**src/rtl/lfsr_disp_pkg.sv**
```systemverilog
// Shared encodings and the hex 7-segment font for the LFSR display block.
package lfsr_disp_pkg;

  localparam int unsigned SEG_W = 7;

  typedef enum logic [1:0] {
    MODE_HOLD = 2'b00,
    MODE_RUN  = 2'b01,
    MODE_STEP = 2'b10,
    MODE_LOAD = 2'b11
  } mode_e;

  // Active-high patterns, bit6..0 = gfedcba, index = nibble value
  localparam logic [SEG_W-1:0] HEX_FONT [16] = '{
    7'h3F, 7'h06, 7'h5B, 7'h4F, 7'h66, 7'h6D, 7'h7D, 7'h07,
    7'h7F, 7'h6F, 7'h77, 7'h7C, 7'h39, 7'h5E, 7'h79, 7'h71
  };

endpackage

```
**src/rtl/hex7seg.sv**
```systemverilog
// One hex digit decoder: nibble to 7-segment pattern, optionally inverted.
module hex7seg
  import lfsr_disp_pkg::*;
(
  input  logic [3:0]       i_nibble,
  input  logic             i_active_low,
  output logic [SEG_W-1:0] o_seg_c
);

  assign o_seg_c = HEX_FONT[i_nibble] ^ {SEG_W{i_active_low}};

endmodule

```
**src/rtl/lfsr_hex_display.sv**
```systemverilog
// Fibonacci LFSR with run/step/load/hold control, period detection and
// a registered multi-digit hex 7-segment output.
module lfsr_hex_display
  import lfsr_disp_pkg::*;
#(
  parameter int unsigned      WIDTH      = 8,
  parameter logic [WIDTH-1:0] TAPS       = WIDTH'(8'hB8),
  parameter logic [WIDTH-1:0] RESET_SEED = WIDTH'(1),
  parameter int unsigned      DIV        = 4,
  parameter bit               ACTIVE_LOW = 1'b1
) (
  input  logic                        clk,
  input  logic                        rst,
  input  logic [1:0]                  mode,
  input  logic                        step,
  input  logic [WIDTH-1:0]            seed,
  output logic [WIDTH-1:0]            lfsr_out,
  output logic                        period_done,
  output logic [SEG_W*(WIDTH/4)-1:0]  hout
);

  localparam int unsigned DIGITS = WIDTH / 4;
  localparam int unsigned HOUT_W = SEG_W * DIGITS;
  localparam int unsigned DIV_W  = (DIV > 1) ? $clog2(DIV) : 1;

  logic [WIDTH-1:0]  r_state;
  logic [WIDTH-1:0]  r_ref;
  logic [DIV_W-1:0]  r_div;
  logic              r_step_q;
  logic              r_period;
  logic [HOUT_W-1:0] r_hout;

  mode_e             w_mode;
  logic              w_feedback;
  logic [WIDTH-1:0]  w_next;
  logic              w_tick;
  logic              w_step_rise;
  logic              w_advance;
  logic [WIDTH-1:0]  w_load_val;
  logic [HOUT_W-1:0] w_seg_c;

  // Advance conditions and the zero-seed guard
  always_comb begin
    w_mode      = mode_e'(mode);
    w_feedback  = ^(r_state & TAPS);
    w_next      = {r_state[WIDTH-2:0], w_feedback};
    w_tick      = (w_mode == MODE_RUN) && (r_div == DIV_W'(DIV - 1));
    w_step_rise = step & ~r_step_q;
    w_advance   = w_tick || ((w_mode == MODE_STEP) && w_step_rise);
    w_load_val  = (seed == '0) ? WIDTH'(1) : seed;
  end

  for (genvar k = 0; k < DIGITS; k++) begin : g_digit
    hex7seg u_hex (
      .i_nibble     (r_state[4*k +: 4]),
      .i_active_low (ACTIVE_LOW),
      .o_seg_c      (w_seg_c[SEG_W*k +: SEG_W])
    );
  end

  always_ff @(posedge clk or negedge rst) begin
    if (!rst) begin
      r_state  <= RESET_SEED;
      r_ref    <= RESET_SEED;
      r_div    <= '0;
      r_step_q <= 1'b0;
      r_period <= 1'b0;
      r_hout   <= {HOUT_W{ACTIVE_LOW}};
    end else begin
      r_step_q <= step;
      r_div    <= ((w_mode == MODE_RUN) && !w_tick) ? r_div + DIV_W'(1) : '0;
      r_period <= w_advance && (w_next == r_ref);
      r_hout   <= w_seg_c;
      // Load also redefines the reference used for period detection
      if (w_mode == MODE_LOAD) begin
        r_state <= w_load_val;
        r_ref   <= w_load_val;
      end else if (w_advance) begin
        r_state <= w_next;
      end
    end
  end

  assign lfsr_out    = r_state;
  assign period_done = r_period;
  assign hout        = r_hout;

endmodule

```
**config.mk**
```make
export PLATFORM = sky130hd
export DESIGN_NAME = lfsr_hex_display
export DESIGN_NICKNAME = d
export VERILOG_FILES = /design/src/rtl/lfsr_disp_pkg.sv /design/src/rtl/hex7seg.sv /design/src/rtl/lfsr_hex_display.sv
export SDC_FILE = /design/constraint.sdc
export NUM_CORES = 1
export LEC_CHECK = 0
export BUFFER_PORTS_ARGS = -buffer_cell sky130_fd_sc_hd__buf_2
export CORE_ASPECT_RATIO = 1.2
export CORE_MARGIN = 10
export CORE_UTILIZATION = 50
export DETAILED_ROUTE_END_ITERATION = 8
export HOLD_SLACK_MARGIN = 0.02
export PLACE_DENSITY = 0.74
export SETUP_SLACK_MARGIN = 0.15
export SKIP_CTS_REPAIR_TIMING = 1
export SLEW_MARGIN = 20
export SYNTH_ARGS = -nofsm -noshare
export SYNTH_HDL_FRONTEND = slang
export SYNTH_SLANG_ARGS = --single-unit
```
**constraint.sdc**
```tcl
create_clock -name clk -period 2.1 [get_ports clk]
set_input_delay 0.105 -clock clk [delete_from_list [all_inputs] [get_ports clk]]
set_output_delay 0.105 -clock clk [all_outputs]
set_load 0.03 [all_outputs]
```
==> impl_metrics.py, run 1 <==
metrics = {
    "worst_hold_path": {
        "hold_path.class": "in2reg",
    },
    "cells_and_area": {
        "stdcell_count": 233,
        "fillCellCount": 287,
        "fin_nets": 219,
        "register_area_um2": 871,
        "finish.utilization_pct": 60.8,
        "final_cell_mix": "buf_2, dfrtp_1, dfstp_2",
        "final_common_cell": "buf_2",
        "multiInputGateArea_um2": 841,
        "antennaDiodeCount": 0,
        "area_delta_synth_final_pct": 15.6,
        "drive_above_1_share_pct": 30.6,
    },
    "cts": {
        "clk_pin_slew_ns": 0.07,
        "htreeDepth": 2,
        "cts-root-buf": "clkbuf_8",
        "cts_buffers": 5,
        "clk_latency_ns": 0.28,
        "cts_buffer_depth": 2,
        "cts_num_sinks": 34,
        "tritoncts": "done",
    },
    "critical_path": {
        "crit_type": "reg2reg",
        "worstPathMaxFanout": 10,
        "path_cells": "inv_1, ha_1, xnor3_1, o21ba_2, a221o_1",
        "cp-end-kind": "flop",
        "crit_path_top_delay_cell": "dfrtp_1",
        "required_ns": 2.31,
        "cpPeakStageDelay_ns": 0.53,
        "crit_arrival_ns": 1.96,
        "startpoint_type": "flop",
    },
    "drt": {
        "drt_iter0_markers": 116,
        "wirelength_mm": 3.69,
        "firstDrtPassIters": 5,
        "drc": 0,
        "wl_per_cell_um": 15.8,
        "drtAntennaViolNets": 0,
        "via_per_inst": 5.69,
        "vias": 1326,
    },
    "run_status": {
        "status": "complete, no violations",
    },
    "synth": {
        "synthTopCellsByArea": "dfrtp_1, dfstp_2, ha_1",
        "seq_area_frac_synth_pct": 48.8,
        "ys_types": 39,
        "dominantRegCellSynth": "dfrtp_1",
        "yosysTopAreaCell": "dfrtp_1",
        "avgSynthCellArea_um2": 11.1,
        "async_flop_share_pct": 100,
        "synth_top_area_share_pct": 25.2,
        "syn_area_mm2": 0.00179,
        "synth_edf_count": 0,
        "synth_nets": 185,
        "syn-instance-count": 161,
        "synth-warning-count": 0,
        "synth_seq_cells": 34,
    },
    "placed_design": {
        "gp_congestion": 0.799,
        "portBuffers": 35,
        "hpwl_mm": 2.73,
        "dp_cells": 223,
    },
    "sta": {
        "max_slew_margin_pct": 50.2,
        "tns_ns": 0,
        "hold_violations": 0,
        "layout_min_cycle_time_ns": 1.75,
        "tightest_slew_ns": 0.747,
        "fin_crit_sh_pct": 83.2,
        "drv_slew": 0,
        "fin_skew_ns": 0.00557,
        "finalSetupViolCount": 0,
        "fmax_mhz": 573,
        "grt_setup_unrepaired": "false",
    },
    "floorplan": {
        "dieHeight_um": 85.5,
        "dieWidth_um": 74.6,
        "placement_rows": 23,
        "initial_core_util_pct": 52.6,
        "pin_count": 36,
        "die-area_mm2": 0.00637,
        "core_mm2": 0.00340,
    },
    "pwr": {
        "power_density_mw_per_mm2": 987,
        "ir_drop_v": 0.000373,
        "static-leakage-power_nw": 1.03,
    },
    "global_route": {
        "track_usage_pct": 11.9,
        "grt_pass1_wl_mm": 5.96,
        "antenna_found_initial": 0,
        "overflow": 0,
        "grt_max_degree": 35,
        "grt_pass1_vias": 1280,
    },
    "flow_run": {
        "cap_viol_max_count": 0,
    },
}
[registers in the layout (all words and copies together) (netlist names)]
name	flops
period_done	1
r_div	2
hout	14
r_ref	8
lfsr_out	8
r_step_q	1
[power by group]
group	switching [mW]	total, mW	internal, mW
registers	0.0977	0.918	0.821
logic	0.415	0.664	0.249
clock network	0.218	0.454	0.235
total	0.731	2.04	1.30
[worst max-delay path: cells and delay by family (launching register included)]
family | cells | cell delay [ns]
xor gates and xnor gates | 1 | 0.26
AOI/OAI and AO/OA | 2 | 0.43
buffers and inverters | 1 | 0.12
DFF | 1 | 0.53
adders and majority gates | 1 | 0.33
[cells by family (layout without fill, tap and decap cells)]
| kind of cell | count (synthesis) | in the layout | synth area share (%) |
|---|---|---|---|
| fa+ha+maj | 11 | 11 | 7.71 |
| buf+inv | 16 | 51 | 4.13 |
| compound gates | 40 | 40 | 16.0 |
| simple gates | 46 | 46 | 15.3 |
| flops | 34 | 34 | 48.8 |
| xor+xnor | 9 | 9 | 5.19 |
| mux | 5 | 5 | 2.87 |
[synth_stat cells (2+ instances only)]
library cell / n
ha_1: 11
o21a_1: 4
dfstp_2: 16
a211oi_1: 2
nor3_1: 4
o31ai_1: 2
buf_2: 5
mux2i_1: 4
clkbuf_1: 6
and3_1: 6
xor2_1: 8
nor4_1: 2
inv_1: 4
a21oi_1: 6
nand2_1: 8
a21o_1: 8
dfrtp_1: 18
nor2b_1: 7
a31oi_1: 2
nand3_1: 6
nand3b_1: 2
nand2b_1: 2
o21ai_0: 6
a221o_1: 7
[per-layer routing]
layer	vias to the layer above	wire [µm]	GRT usage [%]
li1	649	-	-
met1	633	1590	13.4
met5	-	0	0
met2	38	1810	19.5
met4	0	45	4.66
met3	6	240	4.78
[worst paths after layout]
path                                to  cells after the start        start  slack (ns)
setup / recovery           lfsr_out[0]                      5  lfsr_out[5]        0.35
max in group asynchronous  lfsr_out[7]                      2          rst        1.20
setup reg to reg           lfsr_out[0]                      5  lfsr_out[5]        0.35
hold / removal                r_ref[1]                      3      seed[1]        0.05
min in group asynchronous     r_div[1]                      2          rst        0.43
hold reg to reg               r_div[0]                      1     r_div[0]        0.44
[layout make-up]
type	count	area share, %
flip-flops and latches	34	42.2
multi-input cells	111	40.8
repair buffers	39	10.2
clock buffers	8	3.88
well taps	37	2.24
inverters	4	0.728
[per-stage QoR]
step | setup WS [ns] | hold slack, ns | total power, mW | cell area (µm²)
after CTS | 0.350 | -0.0995 | 2.06 | 2040
after global placement | 0.437 | 0.200 | 1.58 | 1960
after detailed placement | 0.373 | 0.208 | 1.60 | 1960
after global routing | 0.260 | 0.0733 | 2.16 | 2060
final | 0.354 | 0.0501 | 2.04 | 2060
after floorplan | 0.291 | -0.191 | 1.42 | 1790
Note: power is estimated with default switching activity, not from simulation.
==> run 2: changes to the inputs <==
==> constraint.sdc (replaced) <==
create_clock -name clk -period 1.7 [get_ports clk]
set_input_delay 0.085 -clock clk [delete_from_list [all_inputs] [get_ports clk]]
set_output_delay 0.085 -clock clk [all_outputs]
set_load 0.03 [all_outputs]
==> run 2 against run 1 <==
Effect of this change:
- die area did not move
- cell count increased by 3.4%
- non-clock buffer count up 8
- clock power up 54%
- flip-flop and latch count unchanged
- sequential power is 20% higher
- critical path depth down 1
- critical path type unchanged
- clock-buffer cell count stayed put
- clock skew is essentially flat
==> impl_metrics.py, run 2 (synthesized netlist as in run 1, its figures left out) <==
metrics = {
    "run_status": {
        "status": "complete, no violations",
    },
    "critical_path": {
        "startpoint_type": "flop",
        "worstPathMaxFanout": 7,
        "crit_family": "simple AND/OR/NAND/NOR gates",
        "crit_type": "reg2reg",
        "path_cells": "ha_4, and3b_2, or2_4, a221o_1",
        "cpPeakStageDelay_ns": 0.41,
        "crit_arrival_ns": 1.72,
        "path_buf_inv": 0,
        "required_ns": 1.87,
        "cp-end-kind": "flop",
        "crit_path_top_delay_cell": "dfrtp_1",
    },
    "global_route": {
        "grt_max_degree": 35,
        "overflow": 0,
        "track_usage_pct": 12.7,
        "grt_pass1_vias": 1404,
        "grt_pass1_wl_mm": 6.36,
        "antenna_found_initial": 0,
    },
    "cts": {
        "clk_pin_slew_ns": 0.07,
        "cts-root-buf": "clkbuf_8",
        "cts_buffer_depth": 2,
        "htreeDepth": 2,
        "tritoncts": "done",
        "clk_latency_ns": 0.29,
        "cts_num_sinks": 34,
        "cts_buffers": 5,
    },
    "sta": {
        "layout_min_cycle_time_ns": 1.55,
        "tns_ns": 0,
        "finalWorstSetupSlack_ns": 0.151,
        "grt_setup_unrepaired": "true",
        "fmax_mhz": 645,
        "hold_violations": 0,
        "fin_skew_ns": 0.00551,
        "finalSetupViolCount": 0,
        "fin_crit_sh_pct": 91.1,
        "tightest_slew_ns": 0.724,
        "drv_slew": 0,
        "max_slew_margin_pct": 51.7,
    },
    "cells_and_area": {
        "final_common_cell": "buf_2",
        "area_delta_synth_final_pct": 22.4,
        "stdcell_count": 241,
        "fin_nets": 227,
        "final_cell_mix": "buf_2, dfstp_2, dfrtp_1",
        "finish.utilization_pct": 64.4,
        "drive_above_1_share_pct": 39.2,
        "largest_reg_flops": 14,
        "fillCellCount": 289,
        "antennaDiodeCount": 0,
    },
    "placed_design": {
        "preCtsSetupSlack_ns": 0.129,
        "hpwl_mm": 2.78,
        "dp_cells": 226,
        "gp_congestion": 0.802,
        "portBuffers": 35,
    },
    "pwr": {
        "ir_drop_v": 0.000460,
        "finalPower_mw": 2.72,
        "static-leakage-power_nw": 1.08,
        "power_density_mw_per_mm2": 1240,
    },
    "drt": {
        "drt_iter0_markers": 77,
        "vias": 1351,
        "firstDrtPassIters": 4,
        "wirelength_mm": 3.78,
        "via_per_inst": 5.61,
        "wl_per_cell_um": 15.7,
        "drc": 0,
        "drtAntennaViolNets": 0,
    },
    "floorplan": {
        "pin_count": 36,
        "core_mm2": 0.00340,
        "die-area_mm2": 0.00637,
        "dieWidth_um": 74.6,
        "dieHeight_um": 85.5,
        "placement_rows": 23,
        "initial_core_util_pct": 52.6,
    },
    "worst_hold_path": {
        "hold_path.class": "in2reg",
    },
    "flow_run": {
        "cap_viol_max_count": 0,
    },
}
==> run 2: changes by cell type in the layout (fill, tap and decap cells not counted), moves of 3 or more <==
| cell | previous run | this run |
|---|---|---|
| clkbuf_8 | 5 | 8 |
| buf_4 | 2 | 10 |
| clkbuf_1 | 3 | 0 |
| dfrtp_2 | 0 | 3 |
| dfrtp_1 | 18 | 15 |
==> run 2: worst paths after layout <==
kind,slack [ns],cells past startpoint,endpoint,start
min in group asynchronous,0.40,2,lfsr_out[7],rst
max in group asynchronous,0.80,2,lfsr_out[3],rst
min,0.03,3,r_ref[1],seed[1]
max,0.15,4,lfsr_out[3],r_div[0]
min reg2reg,0.49,1,r_div[0],r_div[0]
max reg2reg,0.15,4,lfsr_out[3],r_div[0]
==> run 2: per-layer routing <==
| layer | GRT usage (%) | vias to the layer above | routed length, µm |
|---|---|---|---|
| met5 | 0 | - | 0 |
| met4 | 4.66 | 0 | 68 |
| met3 | 5.59 | 10 | 316 |
| met2 | 20.6 | 35 | 1810 |
| met1 | 14.3 | 647 | 1580 |
| li1 | - | 659 | - |
==> run 2: report_power, final <==
group / internal [mW] / leakage [nW] / total [mW] / switching, mW
sequential: 1.02 / 0.389 / 1.10 / 0.0799
clock: 0.409 / 0.0575 / 0.698 / 0.289
combinational: 0.349 / 0.632 / 0.922 / 0.573
total: 1.77 / 1.08 / 2.72 / 0.942
==> run 2: cell type report <==
type,count,area (µm²),area share (%)
sequential,34,875,40.0
multi-input combinational,111,870,39.8
timing repair buffer,47,270,12.4
clock buffer,8,110,5.04
tap,37,46.3,2.12
inverter,4,15.0,0.687
==> run 2: tightest hold or removal path, delay by kind of cell <==
kind                   cells  cell delay, ns
and+or+nand+nor            2            0.10
buffers and inverters      1            0.10
==> run 2: metrics by stage <==
step	hold slack [ns]	area, µm²
2_1_floorplan	-0.211	1810
3_3_place_gp	0.177	2000
3_5_place_dp	0.188	2000
4_1_cts	-0.119	2110
5_1_grt	0.0452	2190
6_report	0.0286	2190
